[src/rtl/inst_seq_ctrl.sv]
// Multi-cycle instruction sequencer: accepts one instruction per fetch handshake, selects the
// immediate format, runs OP-FP through the FPU handshake with a timeout, and pulses writebacks.
module inst_seq_ctrl #(
   parameter int unsigned FPU_TIMEOUT = 64,
   parameter int unsigned CNT_W       = 7
) (
   input  logic        clk_i,
   input  logic        rst_ni,
   input  logic        inst_valid_i,
   input  logic [31:0] inst_i,
   output logic        inst_ready_o,
   output logic [31:0] inst_o,
   output logic [2:0]  imm_op_o,
   output logic        fpu_req_o,
   output logic [4:0]  fpu_op_o,
   input  logic        fpu_ack_i,
   input  logic        fpu_done_i,
   output logic        rd_we_o,
   output logic        frd_we_o,
   output logic        illegal_o,
   output logic        fpu_timeout_o
);

   typedef enum logic [2:0] {
      S_IDLE     = 3'd0,
      S_DEC      = 3'd1,
      S_FPU_REQ  = 3'd2,
      S_FPU_WAIT = 3'd3,
      S_WB       = 3'd4
   } state_t;

   localparam logic [6:0] OPC_OP_IMM   = 7'b0010011;
   localparam logic [6:0] OPC_LOAD     = 7'b0000011;
   localparam logic [6:0] OPC_JALR     = 7'b1100111;
   localparam logic [6:0] OPC_LOAD_FP  = 7'b0000111;
   localparam logic [6:0] OPC_STORE    = 7'b0100011;
   localparam logic [6:0] OPC_STORE_FP = 7'b0100111;
   localparam logic [6:0] OPC_BRANCH   = 7'b1100011;
   localparam logic [6:0] OPC_LUI      = 7'b0110111;
   localparam logic [6:0] OPC_AUIPC    = 7'b0010111;
   localparam logic [6:0] OPC_JAL      = 7'b1101111;
   localparam logic [6:0] OPC_OP       = 7'b0110011;
   localparam logic [6:0] OPC_OP_FP    = 7'b1010011;

   localparam logic [2:0] IMM_I = 3'b000;
   localparam logic [2:0] IMM_S = 3'b001;
   localparam logic [2:0] IMM_B = 3'b010;
   localparam logic [2:0] IMM_U = 3'b011;
   localparam logic [2:0] IMM_J = 3'b100;
   localparam logic [2:0] IMM_R = 3'b101;

   localparam logic [CNT_W-1:0] CNT_LAST = CNT_W'(FPU_TIMEOUT - 1);
   localparam logic [CNT_W-1:0] CNT_ONE  = CNT_W'(1);

   state_t           r_state;
   state_t           w_next_state;
   logic [31:0]      r_inst;
   logic [2:0]       r_imm_op;
   logic             r_rd_we;
   logic             r_frd_we;
   logic             r_illegal;
   logic             r_timeout;
   logic [CNT_W-1:0] r_cnt;

   logic [6:0]       w_opcode;
   logic [4:0]       w_funct5;
   logic [2:0]       w_imm_dec;
   logic             w_legal;
   logic             w_is_fp;
   logic             w_rd_wr;
   logic             w_frd_wr;
   logic             w_cnt_last;
   logic             w_wb_enter;
   logic             w_expire;

   assign w_opcode   = r_inst[6:0];
   assign w_funct5   = r_inst[31:27];
   assign w_cnt_last = (r_cnt == CNT_LAST);

   // Classification of the latched instruction; consumed in DEC and again on entry to WB.
   // NOTE: every always_comb output gets a default first so no path can infer a latch.
   always_comb begin
      w_imm_dec = IMM_R;
      w_legal   = 1'b1;
      w_is_fp   = 1'b0;
      w_rd_wr   = 1'b0;
      w_frd_wr  = 1'b0;
      case (w_opcode)
         OPC_OP_IMM, OPC_LOAD, OPC_JALR: begin
            w_imm_dec = IMM_I;
            w_rd_wr   = 1'b1;
         end
         OPC_LOAD_FP: begin
            w_imm_dec = IMM_I;
            w_frd_wr  = 1'b1;
         end
         OPC_STORE, OPC_STORE_FP: w_imm_dec = IMM_S;
         OPC_BRANCH:              w_imm_dec = IMM_B;
         OPC_LUI, OPC_AUIPC: begin
            w_imm_dec = IMM_U;
            w_rd_wr   = 1'b1;
         end
         OPC_JAL: begin
            w_imm_dec = IMM_J;
            w_rd_wr   = 1'b1;
         end
         OPC_OP: w_rd_wr = 1'b1;
         OPC_OP_FP: begin
            w_is_fp = 1'b1;
            case (w_funct5)
               5'b10100, 5'b11000, 5'b11100: w_rd_wr  = 1'b1;
               default:                      w_frd_wr = 1'b1;
            endcase
         end
         default: w_legal = 1'b0;
      endcase
      if (r_inst[11:7] == 5'd0) begin
         w_rd_wr = 1'b0;
      end
   end

   // Completion (done) takes priority over the timeout expiring in the same cycle.
   always_comb begin
      w_next_state = r_state;
      w_wb_enter   = 1'b0;
      w_expire     = 1'b0;
      case (r_state)
         S_IDLE: begin
            if (inst_valid_i) w_next_state = S_DEC;
         end
         S_DEC: begin
            if (!w_legal) begin
               w_next_state = S_IDLE;
            end else if (w_is_fp) begin
               w_next_state = S_FPU_REQ;
            end else begin
               w_next_state = S_WB;
               w_wb_enter   = 1'b1;
            end
         end
         S_FPU_REQ: begin
            if (fpu_ack_i && fpu_done_i) begin
               w_next_state = S_WB;
               w_wb_enter   = 1'b1;
            end else if (w_cnt_last) begin
               w_next_state = S_IDLE;
               w_expire     = 1'b1;
            end else if (fpu_ack_i) begin
               w_next_state = S_FPU_WAIT;
            end
         end
         S_FPU_WAIT: begin
            if (fpu_done_i) begin
               w_next_state = S_WB;
               w_wb_enter   = 1'b1;
            end else if (w_cnt_last) begin
               w_next_state = S_IDLE;
               w_expire     = 1'b1;
            end
         end
         S_WB:    w_next_state = S_IDLE;
         default: w_next_state = S_IDLE;
      endcase
   end

   // NOTE: sequential state uses non-blocking assignments so every register samples pre-edge values.
   always_ff @(posedge clk_i or negedge rst_ni) begin
      if (!rst_ni) begin
         r_state <= S_IDLE;
      end else begin
         r_state <= w_next_state;
      end
   end

   always_ff @(posedge clk_i or negedge rst_ni) begin
      if (!rst_ni) begin
         r_inst    <= 32'd0;
         r_imm_op  <= IMM_R;
         r_cnt     <= '0;
         r_rd_we   <= 1'b0;
         r_frd_we  <= 1'b0;
         r_illegal <= 1'b0;
         r_timeout <= 1'b0;
      end else begin
         if (r_state == S_IDLE && inst_valid_i) begin
            r_inst <= inst_i;
         end
         if (r_state == S_DEC) begin
            r_imm_op <= w_imm_dec;
            r_cnt    <= '0;
         end else if (r_state == S_FPU_REQ || r_state == S_FPU_WAIT) begin
            r_cnt <= r_cnt + CNT_ONE;
         end
         r_rd_we   <= w_wb_enter & w_rd_wr;
         r_frd_we  <= w_wb_enter & w_frd_wr;
         r_illegal <= (r_state == S_DEC) & ~w_legal;
         r_timeout <= w_expire;
      end
   end

   assign inst_ready_o  = (r_state == S_IDLE);
   assign fpu_req_o     = (r_state == S_FPU_REQ);
   assign inst_o        = r_inst;
   assign fpu_op_o      = r_inst[31:27];
   assign imm_op_o      = r_imm_op;
   assign rd_we_o       = r_rd_we;
   assign frd_we_o      = r_frd_we;
   assign illegal_o     = r_illegal;
   assign fpu_timeout_o = r_timeout;

endmodule

[config.mk]
export PLATFORM = sky130hd
export DESIGN_NAME = inst_seq_ctrl
export DESIGN_NICKNAME = d
export VERILOG_FILES = /design/src/rtl/inst_seq_ctrl.sv
export SDC_FILE = /design/constraint.sdc
export NUM_CORES = 1
export LEC_CHECK = 0
export ABC_AREA = 1
export BUFFER_PORTS_ARGS = -buffer_cell sky130_fd_sc_hd__buf_2
export CAP_MARGIN = 20
export CORE_ASPECT_RATIO = 1.4
export CORE_MARGIN = 2
export CORE_UTILIZATION = 45
export DETAILED_ROUTE_END_ITERATION = 10
export GPL_TIMING_DRIVEN = 0
export PLACE_DENSITY = 0.86
export SYNTH_ARGS = -nofsm -noshare
export SYNTH_HDL_FRONTEND = slang
export SYNTH_SLANG_ARGS = --single-unit
[constraint.sdc]
create_clock -name clk_i -period 1.9 [get_ports clk_i]
set_clock_uncertainty 0.2 [all_clocks]
set_input_delay 0.285 -clock clk_i [delete_from_list [all_inputs] [get_ports clk_i]]
set_output_delay 0.285 -clock clk_i [all_outputs]
set_load 0.01 [all_outputs]
After elaboration in Yosys (flattened, before gate mapping):

Index checks and enable logic that the tools add are counted.

* bits in read-only memories: 0
* memories kept: 0
* input bits: 37
* output and inout port bits: 46
* memory bits (writable): 0
* logic and storage cells: 76
* bits in latches: 0
* bits in registers: 49

* div/mod/pow operators: 0
* add/sub/neg operators: 1
* reductions and logical operators: 13
* shift operators: 0
* multiplexer cells: 28
* multipliers: 0
* equal/unequal tests: 22
* bitwise operators: 4
* magnitude comparators: 0

Operators by type and width (number)
* $eq 7x6->1 const B: 5
* $eq 7x7->1 const B: 4
* $mux 3: 8
* $eq 5x5->1 const B: 3
* $pmux 3 s5: 1
* $eq 7x5->1 const B: 2
* $mux 7: 2
* $mux 1: 12
* $pmux 3 s4: 1
* $reduce_or 12->1: 1
* $add 7x1->7 const B: 1
* $eq 7x2->1 const B: 1
* $eq 7x3->1 const B: 1
* $reduce_or 7->1: 1
* $eq 3x2->1 const B: 2
* $pmux 1 s2: 3
* $logic_not 5->1: 1
* $ne 4x1->1 const B: 1
* $reduce_or 2->1: 2
* $reduce_or 4->1: 1
* $and 1x1->1: 3
* $eq 3x1->1 const B: 1
* $logic_not 3->1: 1
* $ne 3x3->1 const B: 1
* other kinds (8): 9

Depth between registers and ports, before layout:

* depth after elaboration: 6
* mapped depth: 8
* mapped depth without buffers: 8

Least setup slack after synthesis:

Ideal clock, no wire load.

* path kind: register -> register
* start: register r_state[2]
* end: register r_inst[10], in the netlist inst_o[10]
* clock period less this slack: 1.594 ns
* buffers on the path: 2
* path slack: 0.306 ns
* data required time: 1.575 ns
* data arrival time: 1.269 ns
* cell stages (with the launch flop): 8
* path through: dfrtp_1 nor2_2 nand2_2 inv_2 nand2_2 buf_6 buf_6 mux2_4

* word-level cells in the longest chain between the ends: 2

RTL lines
* start, declared: line 55 `state_t r_state;`
* start signal, assigned: line 171 `r_state <= w_next_state;`
* $logic_not 3->1
* net inst_ready_o: line 11 `output logic inst_ready_o,`
* $logic_and 1x1->1: line 185 `if (r_state == S_IDLE && inst_valid_i) begin`
* end signal, assigned: line 186 `r_inst <= inst_i;`
* end, declared: line 57 `logic [31:0] r_inst;`

The timed path passes the listed nets, and every way through them passes these cells.
A chain may end at the register's enable or synchronous reset.

Worst setup path in the final report:

* start: register r_state[2]
* end: output port fpu_req_o

* word-level cells in the longest chain between the ends: 1

RTL lines
* $eq 3x2->1: line 202 `assign fpu_req_o = (r_state == S_FPU_REQ);`
* end, declared: line 14 `output logic fpu_req_o,`

Every way passes these cells.

==> results_dict.tcl <==
set metrics [dict create \
    clk_pin_slew_ns 0.09 \
    drv_slew 0 \
    vias 1818 \
    crit_required_ns 1.41 \
    syn_inst 224 \
    finalNonFillerCells 381 \
    p_leak_nw 1.46 \
    grt_pass1_vias 1747 \
    num_io_pins 83 \
    fin_crit_sh 0.917 \
    min_from "inst_i[11]" \
    core-area_mm2 0.00484 \
    critPathMaxStageDelay_ns 0.44 \
    drive_above_1_share 0.423 \
    place.gp.congestion 0.832 \
    arrival_ns 1.26 \
    synth_top_cells_by_area "dfrtp_1 (52%), mux2_2 (9.0%), nor2_1 (6.2%)" \
    synth.distinct_cells 24 \
    ir_drop_v 0.000840 \
    status "complete, no violations" \
    ctsLongestPathBuffers 2 \
    wire_per_inst_um 11.9 \
    worstSetupPathType "reg2out" \
    synth_edf_count 0 \
    numCtsBuffers 5 \
    combPwrFrac 0.440 \
    r2r_start "r_state[2]" \
    routed_wl_um 4540 \
    min_path_cells 2 \
    worstMarginPinSlew_ns 0.507 \
    htree_num_levels 2 \
    intPower_w 0.00263 \
    grt_max_degree 50 \
    grt_setup_unrepaired "no" \
    yosys-top-cells-count "dfrtp_1 (47), nor2_1 (37), nand2_1 (31)" \
    path_max_fanout 10 \
    cts_tree "built" \
    num_rows 30 \
    fmax_mhz 574 \
    rr_worst_depth 7 \
    antenna_cells 0 \
    synth-seq-area-share 0.548 \
    drc 0 \
    synth-main-ff-cell "dfrtp_1" \
    drt_iter0_drc 38 \
    cpLargestDelayFamily "flip-flops" \
    antenna_found_initial 0 \
    fillers 423 \
    maxCapViolCount 0 \
    die_y_um 87.5 \
    rrSetupSlack_ns 0.19 \
    grt_first_pass_wirelength_um 7380 \
    regToRegEndpoint "inst_o[12]" \
    antenna_left 0 \
    cp_slowest_cell "dfrtp_1" \
    cts_root_buffer "clkbuf_8" \
    syn_area_mm2 0.00224 \
    post_cts.repair.setup_buffers 0 \
    fin_setup_tns_ns 0 \
    final_nets 354 \
    setup_viol 0 \
    synthArstFlopShare 1.00 \
    clock_power_share 0.143 \
    powerDensity_mw_per_mm2 1450 \
    yosysWarningCount 0 \
    track_usage 0.169 \
    cts_sinks 49 \
    path_cells "nor2_4 > nand2_1 > inv_1 > buf_2" \
    place_inst 370 \
    synthesis.nets 262 \
    viasPerCell 4.77 \
    clk_latency_ns 0.30 \
    seqPwrFrac 0.418 \
    layout_min_cycle_time_ns 1.74 \
    swShare 0.370 \
    synth_top_area_cell "dfrtp_1" \
    hold_viol 0 \
    dp_hpwl_um 3470 \
    netlist.area_leader.share 0.525 \
    syn_area_per_cell_um2 10.0 \
    ys_ff_latch 49 \
    p_switching_w 0.00154 \
    path_buf_inv 2 \
    port_buffers 82 \
    hold_path.class "in2reg" \
    synth.most_common_cell "dfrtp_1" \
    crit_path_end_kind "primary output" \
    initial_core_util 0.463 \
    critPathLaunchType "register" \
    fp.dieW_um 63.6 \
    min_to "inst_o[11]" \
    dr.pass1.iters 4 \
    relSlewSlack 0.662 \
    area_growth_pct 27.9 \
    gr-total-overflow 0 \
    die_area_mm2 0.00557 \
]
## state kept, by name, summed over array words and instances, names as in the netlist
register       cells
imm_op_o           3
r_cnt              7
illegal_o          1
r_state            3
fpu_timeout_o      1
inst_o            32
rd_we_o            1
frd_we_o           1
## power groups by stage
stage | sequential [W] | clock [W] | combinational (W)
finish | 0.00174 | 0.000594 | 0.00183
global route | 0.00180 | 0.000659 | 0.00202
CTS | 0.00174 | 0.000608 | 0.00185
detailed placement | 0.00176 | 0 | 0.00185
global placement | 0.00174 | 0 | 0.00182
floorplan | 0.00192 | 0 | 0.000988
## how the worst max path moves through the flow
stage / end / cells after the start / start / slack (ns)
after CTS: fpu_req_o / 4 / r_state[2] / 0.05
after detailed placement: r_state[1] / 8 / r_cnt[0] / 0.1
final: fpu_req_o / 4 / r_state[2] / 0.16
after global placement: r_state[1] / 8 / r_cnt[0] / 0.13
after floorplan: inst_o[10] / 7 / r_state[2] / 0.31
after global routing: r_state[0] / 8 / r_cnt[0] / 0.03
## layer usage
metal	routed length (um)	GRT usage	part of all wire
met1	1870	0.191	0.41
met2	2420	0.314	0.53
met3	200	0.0375	0.044
met4	51	0.0534	0.011
met5	0	0	0
## what timing repair did
action,CTS,global route
endpoints found under the setup margin,0,3
hold buffers,0,2
gates resized for setup,0,2
endpoints found under the hold margin,0,21
## cells by family (layout without fill, tap and decap cells)
family          count (synthesis)  in the layout  share of synthesized area
buf+inv                        30            123                     0.0664
flops                          49             49                      0.548
compound gates                 27             27                     0.0659
fa+ha+maj                       1              1                    0.00558
mux                            26             26                      0.144
simple gates                   91             91                      0.170
## area by class of cell
type / count / area (um^2) / share of cell area
multi-input combinational: 145 / 873 / 0.305
inverter: 21 / 78.8 / 0.0275
sequential: 49 / 1230 / 0.429
clock buffer: 7 / 76.3 / 0.0266
tap: 64 / 80.1 / 0.0279
clock inverter: 1 / 7.51 / 0.00262
buffer: 9 / 70.1 / 0.0245
timing repair buffer: 85 / 450 / 0.157
## cell usage in the layout, fill, tap and decap left out, types with 2 or more instances in the layout
cell type,n
dfstp_2,2
dlygate4sd3_1,2
inv_1,20
nor2_1,37
a21oi_1,13
nor3_1,4
dfrtp_1,47
clkbuf_1,2
mux2_4,8
clkbuf_8,5
buf_2,84
nand2_1,31
nand3b_1,2
nand3_1,12
mux2_2,18
nand2_2,2
o21ai_0,9
buf_6,2
buf_4,5
## metrics by stage
stage	worst slack, ns	power, W	utilization	area, um^2	hold slack, ns
finish	0.158	0.00417	0.592	2870	0.0132
CTS	0.0464	0.00420	0.581	2820	0.00522
global route	0.0300	0.00448	0.592	2870	0.00530
detailed placement	0.0978	0.00361	0.564	2730	0.276
global placement	0.135	0.00356	0.564	2730	0.272
floorplan	0.306	0.00291	-	2240	-0.211
No activity file was read; power rests on OpenSTA's default activity.
